## src/rtl/pipe_stage_reg.sv

```systemverilog
// Pipeline stage register with a one-entry skid buffer and a saturating stall counter.
// in_ready is decoded from registered state only, so nothing combinational runs from out_ready.
module pipe_stage_reg #(
  parameter int unsigned DATA_W = 32,
  parameter int unsigned DEST_W = 4,
  parameter int unsigned CNT_W  = 16
) (
  input  logic              clk,
  input  logic              rst,
  input  logic              flush,
  input  logic              in_valid,
  output logic              in_ready,
  input  logic              in_wb_en,
  input  logic              in_mem_r_en,
  input  logic              in_mem_w_en,
  input  logic [DATA_W-1:0] in_alu_res,
  input  logic [DATA_W-1:0] in_val_rm,
  input  logic [DEST_W-1:0] in_dest,
  output logic              out_valid,
  input  logic              out_ready,
  output logic              out_wb_en,
  output logic              out_mem_r_en,
  output logic              out_mem_w_en,
  output logic [DATA_W-1:0] out_alu_res,
  output logic [DATA_W-1:0] out_val_rm,
  output logic [DEST_W-1:0] out_dest,
  output logic [1:0]        occupancy,
  output logic [CNT_W-1:0]  stall_cnt
);

  typedef enum logic [1:0] {StEmpty, StOne, StFull} state_e;

  typedef struct packed {
    logic              wb_en;
    logic              mem_r_en;
    logic              mem_w_en;
    logic [DATA_W-1:0] alu_res;
    logic [DATA_W-1:0] val_rm;
    logic [DEST_W-1:0] dest;
  } entry_t;

  state_e           state_q;
  entry_t           main_q;
  entry_t           skid_q;
  entry_t           in_entry;
  logic [CNT_W-1:0] stall_cnt_q;
  logic             accept;
  logic             pop;

  assign in_entry = '{
    wb_en:    in_wb_en,
    mem_r_en: in_mem_r_en,
    mem_w_en: in_mem_w_en,
    alu_res:  in_alu_res,
    val_rm:   in_val_rm,
    dest:     in_dest
  };

  assign in_ready  = (state_q != StFull);
  assign out_valid = (state_q != StEmpty);
  assign accept    = in_valid && in_ready && !flush;
  assign pop       = out_valid && out_ready;

  always_ff @(posedge clk) begin
    if (!rst) begin
      state_q     <= StEmpty;
      main_q      <= '0;
      skid_q      <= '0;
      stall_cnt_q <= '0;
    end else begin
      if (out_valid && !out_ready && (stall_cnt_q != {CNT_W{1'b1}})) begin
        stall_cnt_q <= stall_cnt_q + 1'b1;
      end
      // Flush drops the state only; payload stays visible (masked) until overwritten.
      if (flush) begin
        state_q <= StEmpty;
      end else begin
        unique case (state_q)
          StEmpty: begin
            if (accept) begin
              main_q  <= in_entry;
              state_q <= StOne;
            end
          end
          StOne: begin
            if (accept && pop) begin
              main_q <= in_entry;
            end else if (pop) begin
              state_q <= StEmpty;
            end else if (accept) begin
              skid_q  <= in_entry;
              state_q <= StFull;
            end
          end
          StFull: begin
            if (pop) begin
              main_q  <= skid_q;
              state_q <= StOne;
            end
          end
          default: state_q <= StEmpty;
        endcase
      end
    end
  end

  always_comb begin
    occupancy = 2'd0;
    unique case (state_q)
      StEmpty: occupancy = 2'd0;
      StOne:   occupancy = 2'd1;
      StFull:  occupancy = 2'd2;
      default: occupancy = 2'd0;
    endcase
  end

  assign out_wb_en    = main_q.wb_en    & out_valid;
  assign out_mem_r_en = main_q.mem_r_en & out_valid;
  assign out_mem_w_en = main_q.mem_w_en & out_valid;
  assign out_alu_res  = main_q.alu_res;
  assign out_val_rm   = main_q.val_rm;
  assign out_dest     = main_q.dest;
  assign stall_cnt    = stall_cnt_q;

endmodule

```

## config.mk

```make
export PLATFORM = sky130hd
export DESIGN_NAME = pipe_stage_reg
export DESIGN_NICKNAME = d
export VERILOG_FILES = /design/src/rtl/pipe_stage_reg.sv
export SDC_FILE = /design/constraint.sdc
export NUM_CORES = 1
export LEC_CHECK = 0
export CORE_UTILIZATION = 25
export CTS_CLUSTER_DIAMETER = 200
export DETAILED_ROUTE_END_ITERATION = 12
export GPL_TIMING_DRIVEN = 0
export SYNTH_ARGS = -nofsm -noshare
export SYNTH_HDL_FRONTEND = slang
export SYNTH_SLANG_ARGS = --single-unit
```

## constraint.sdc

```tcl
create_clock -name clk -period 2.4 [get_ports clk]
set_input_delay 0.48 -clock clk [delete_from_list [all_inputs] [get_ports clk]]
set_output_delay 0.48 -clock clk [all_outputs]
set_load 0.02 [all_outputs]
```

-- Word-level counts from Yosys, hierarchy flattened
Index checks and enable logic that the tools add are counted.
W data, S select, Z words.
- bits in registers: 160
- bits of input ports: 76
- output and inout port bits: 91
- bitwise gates (word level): 7
- $add $sub $neg: 1
- mux-type cells: 11
- reductions and logical operators: 15
- eq/ne operators: 9
- operators by type and width (operator ; count):
    $mux W71 ; 3
    $pmux W71 S3 ; 1
    $add A16 B1 Y16 const B ; 1
    $ne A16 B16 Y1 const B ; 1
    $mux W2 ; 5
    $ne A2 B2 Y1 const B ; 5
    $reduce_and A5 Y1 ; 2
    $logic_and A1 B1 Y1 ; 6
    $pmux W2 S3 ; 1
    $not A1 Y1 ; 4
    $pmux W2 S2 ; 1
    $reduce_and A4 Y1 ; 1
    $and A1 B1 Y1 ; 3
    $ne A3 B3 Y1 const B ; 1
    $reduce_bool A3 Y1 ; 1
    $eq A2 B1 Y1 const B ; 1
    $eq A2 B2 Y1 const B ; 1
    $logic_not A1 Y1 ; 2
    $logic_not A2 Y1 ; 1
    $reduce_bool A2 Y1 ; 1
    $reduce_or A2 Y1 ; 1

-- Depth between registers and ports, before layout
Gate-level depths: netlist (run 1).
- depth in word-level cells: 7
- mapped depth: 6
- mapped depth without buffers: 5

-- Worst setup path after synthesis (run 1)
OpenSTA, ideal clock, no wires.
- kind: register -> register
- start: reg stall_cnt_q[0] (netlist: stall_cnt[0])
- end: reg stall_cnt_q[14] (netlist: stall_cnt[14])
- setup time: 91 ps
- path slack: 574 ps
- clock period less this slack: 1826 ps
- buffers on the path: 0
- arrival time: 1735 ps
- stages on the path, launching flop included: 6
- cell sequence: dfxtp_1 ha_1 nand3_1 nor4_1 a41oi_1 a311oi_1
- cells in the longest elaborated chain, start to end: 2
- elaborated cells on any way between the ends: 3
- RTL lines (what ; RTL line ; source):
    start: declaration ; 46 ; logic [CNT_W-1:0] stall_cnt_q;
    start signal: assignment ; 72 ; stall_cnt_q <= stall_cnt_q + 1'b1;
    branches (longest 2 deep; another with $add A16 B1 Y16) ; -- ;
Several ways; the timed one is not identified.
A chain may end at the register's enable or synchronous reset.

-- Worst setup path after layout (run 1)
- start: reg state_q[0]
- end: out out_mem_r_en
- cells in the longest elaborated chain, start to end: 2
- RTL lines (what ; RTL line ; source):
    start: declaration ; 42 ; state_e state_q;
    start signal: assignment ; 66 ; state_q <= StEmpty;
    start signal: assignment ; 76 ; state_q <= StEmpty;
    start signal: assignment ; 82 ; state_q <= StOne;
    $reduce_bool A2 Y1 ; 60 ; assign out_valid = (state_q != StEmpty);
    $and A1 B1 Y1 ; 118 ; assign out_mem_r_en = main_q.mem_r_en & out_valid;
    end: declaration ; 22 ; output logic out_mem_r_en,
No other way between the ends.

==> impl_metrics.py, run 1 <==
metrics = {
    "timing": {
        "hold_viol_final": 0,
        "final-max-slew-violation-count": 0,
        "setup_viol": 0,
        "fin_crit_ns": 2.273,
        "final.setup_skew_ns": 0.006637,
        "rsz0062_at_grt": "no",
        "fin_tns_setup_ns": 0,
        "slew_headroom_pct": 42.92,
        "fmax_mhz": 439.9,
        "worstMarginPinSlew_ns": 0.8561,
        "fin_crit_sh_pct": 94.72,
    },
    "pwr": {
        "p_leak_nw": 3.691,
        "ir_drop_v": 0.0003775,
        "cellPowerDensity_nw_per_um2": 642.7,
        "fin_total_pwr_mw": 6.615,
    },
    "routing": {
        "final_antenna_net_count": 0,
        "drt-initial-drc-count": 462,
        "wl_mm": 23.88,
        "first_pass_iters": 5,
        "drc": 0,
        "post_drt_wl_per_cell_um": 15.26,
        "vias_per_cell": 4.666,
        "num_vias": 7302,
    },
    "global_route": {
        "track_usage_pct": 15.91,
        "grt_overflow": 0,
        "grt_pass1_vias": 7140,
        "antenna_found_initial": 1,
        "grt_max_degree": 19,
        "grt_pass1_wl_mm": 38.28,
    },
    "floorplan": {
        "die_area_um2": 30430,
        "rows": 62,
        "initial_core_util_pct": 25.62,
        "coreArea_um2": 29010,
        "die_height_um": 174.4,
        "die_x_um": 174.4,
        "boundaryPins": 167,
    },
    "outcome": {
        "status": "complete, no violations",
    },
    "synthesis": {
        "ys_types": 39,
        "synth_flop_cell": "dfxtp_1",
        "yosysTopAreaCellShare_pct": 43.09,
        "synth_area_leaders": "dfxtp_1, nand2_1, a21oi_1",
        "ys_ff_latch": 160,
        "synth_cells": 981,
        "synth-edff-count": 0,
        "postSynthAreaPerCell_um2": 7.577,
        "async_flop_share_pct": 0,
        "netlist_area_um2": 7433,
        "yosysWarnings": 0,
        "yosysTopAreaCell": "dfxtp_1",
        "seq_area_frac_synth_pct": 43.09,
        "syn_nets": 1058,
    },
    "cts": {
        "h-tree-depth": 4,
        "cts_max_path_buffers": 2,
        "numCtsBuffers": 17,
        "clk_pin_slew_worst_paths_ns": 0.07,
        "cts.sinks": 160,
        "cts_tree": "built",
        "cts-root-buf": "clkbuf_16",
        "worstSkewPairLatency_ns": 0.43,
        "postCtsHoldBufs": 0,
    },
    "cells_and_area": {
        "nFillCells": 3102,
        "area_growth_pct": 38.48,
        "layout-drive-gt1-share_pct": 11.27,
        "fin_nets": 1244,
    },
    "hold_path": {
        "hold_class": "reg -> reg",
    },
    "place": {
        "io_buffers": 165,
        "gp_congestion": 0.7868,
        "hpwl_mm": 16.95,
    },
    "run": {
        "cap_violations": 0,
    },
    "worst_setup_path": {
        "end_kind": "output pin",
        "critPathMaxFanout": 7,
        "arrival_ns": 1.79,
        "critPathKind": "reg -> out",
        "cp_data_required_time_ns": 1.92,
        "startpoint_type": "flop",
    },
}
## repair_timing
action,CTS,global route
pin swaps,0,2
endpoints found under the setup margin,83,133
resized for setup,8,18
buffers inserted,0,4
## cells in the mapped netlist, types with 7 or more instances
| cell | n |
|---|---|
| dfxtp_1 | 160 |
| buf_4 | 68 |
| nand3_1 | 7 |
| nand2_1 | 291 |
| nor2_1 | 8 |
| a211o_1 | 71 |
| buf_2 | 12 |
| a21oi_1 | 152 |
| o21ai_0 | 73 |
| clkbuf_1 | 68 |
## worst max-delay path, cell delays in order, from the launching register on
cell and delay, ns:
dfxtp_1 0.44, nor2_2 0.11, nor2b_1 0.18, clkdlybuf4s50_1 0.64
## cells by family after synthesis
| group | Yosys count | share of synthesized area (%) |
|---|---|---|
| AND/OR/NAND/NOR | 347 | 19.29 |
| AO/OA/AOI/OAI | 312 | 25.35 |
| flip-flops | 160 | 43.09 |
| buffers and inverters | 157 | 11.56 |
| multiplexers | 4 | 0.5387 |
| adder cells (fa/ha/maj) | 1 | 0.1683 |
## flip-flops by register name, summed over array words and instances (netlist names)
signal	flops
out_alu_res	32
out_dest	4
skid_q	71
stall_cnt	16
main_q	3
out_val_rm	32
state_q	2
## per-layer routing
layer	global-route usage, %	wire length, um	vias to the layer above
li1	-	-	3662
met1	21.01	11250	3438
met2	25.78	11070	188
met3	3.981	1323	14
met4	3.947	239	0
met5	0	0	-
## cell type report
cell class,count,area (um^2),share of cell area [%]
Tap cell,384,480.5,4.668
Inverter,7,28.78,0.2796
Antenna cell,1,2.502,0.02431
Clock buffer,17,425.4,4.133
Clock inverter,15,229.0,2.224
Multi-Input combinational cell,664,3390,32.93
Sequential cell,160,3204,31.13
Timing Repair Buffer,169,1694,16.46
Buffer,148,839.6,8.156
## power by group
| group | total (mW) | internal, mW | switching (mW) | leakage [nW] |
|---|---|---|---|---|
| Clock | 3.08 | 1.86 | 1.21 | 0.319 |
| Combinational | 0.779 | 0.377 | 0.402 | 2.07 |
| Sequential | 2.76 | 2.72 | 0.0361 | 1.30 |
## cells in the final DEF, fill, tap and decap left out, types with 5 or more instances in the layout
master and n:
nand3_1 7, clkdlybuf4s50_1 162, dfxtp_1 159, clkbuf_16 17, o31ai_1 5, nor4_1 6
clkbuf_1 59, bufinv_16 5, nand2b_1 5, buf_4 72, a21oi_1 152, or4_1 6
a211o_1 71, clkbuf_2 8, inv_1 6, buf_2 10, nor2_1 7, nand4_1 5
o21ai_0 73, nand2_1 291
## worst paths after layout
| kind | startpoint | endpoint | slack (ns) | depth (start not counted) |
|---|---|---|---|---|
| hold reg to reg | skid_q[61]$_SDFFE_PN0P_ | skid_q[61]$_SDFFE_PN0P_ | 0.45 | 2 |
| setup / recovery | state_q[0]$_SDFFE_PP0P_ | out_mem_r_en | 0.13 | 3 |
| hold / removal | skid_q[61]$_SDFFE_PN0P_ | skid_q[61]$_SDFFE_PN0P_ | 0.45 | 2 |
| setup reg to reg | stall_cnt[0]$_SDFFE_PN0P_ | stall_cnt[14]$_SDFFE_PN0P_ | 0.37 | 5 |
## through the flow
step                hold WS [ns]  std cells  instance area [um^2]  worst slack, ns  utilization [%]
CTS                       0.4558       1561                 10240        -0.007494            35.29
floorplan                 0.4366        981                  7433           0.5737                -
global route              0.4687       1565                 10290          0.03217            35.48
finish                    0.4545       1565                 10290           0.1268            35.48
detailed placement        0.4467       1530                  9565          -0.5824            32.97
global placement          0.4420       1530                  9565          -0.5273            32.97
Note: power is estimated with default switching activity, not from simulation.
==> run 2: changes to the inputs <==
--- a/config.mk
+++ b/config.mk
@@ -8,6 +8,7 @@
 export CORE_UTILIZATION = 25
 export CTS_CLUSTER_DIAMETER = 200
 export DETAILED_ROUTE_END_ITERATION = 12
+export GPL_ROUTABILITY_DRIVEN = 0
 export GPL_TIMING_DRIVEN = 0
 export SYNTH_ARGS = -nofsm -noshare
 export SYNTH_HDL_FRONTEND = slang
==> results of run 2 <==
No change in the layout: final DEF, timing and power equal those of run 1.
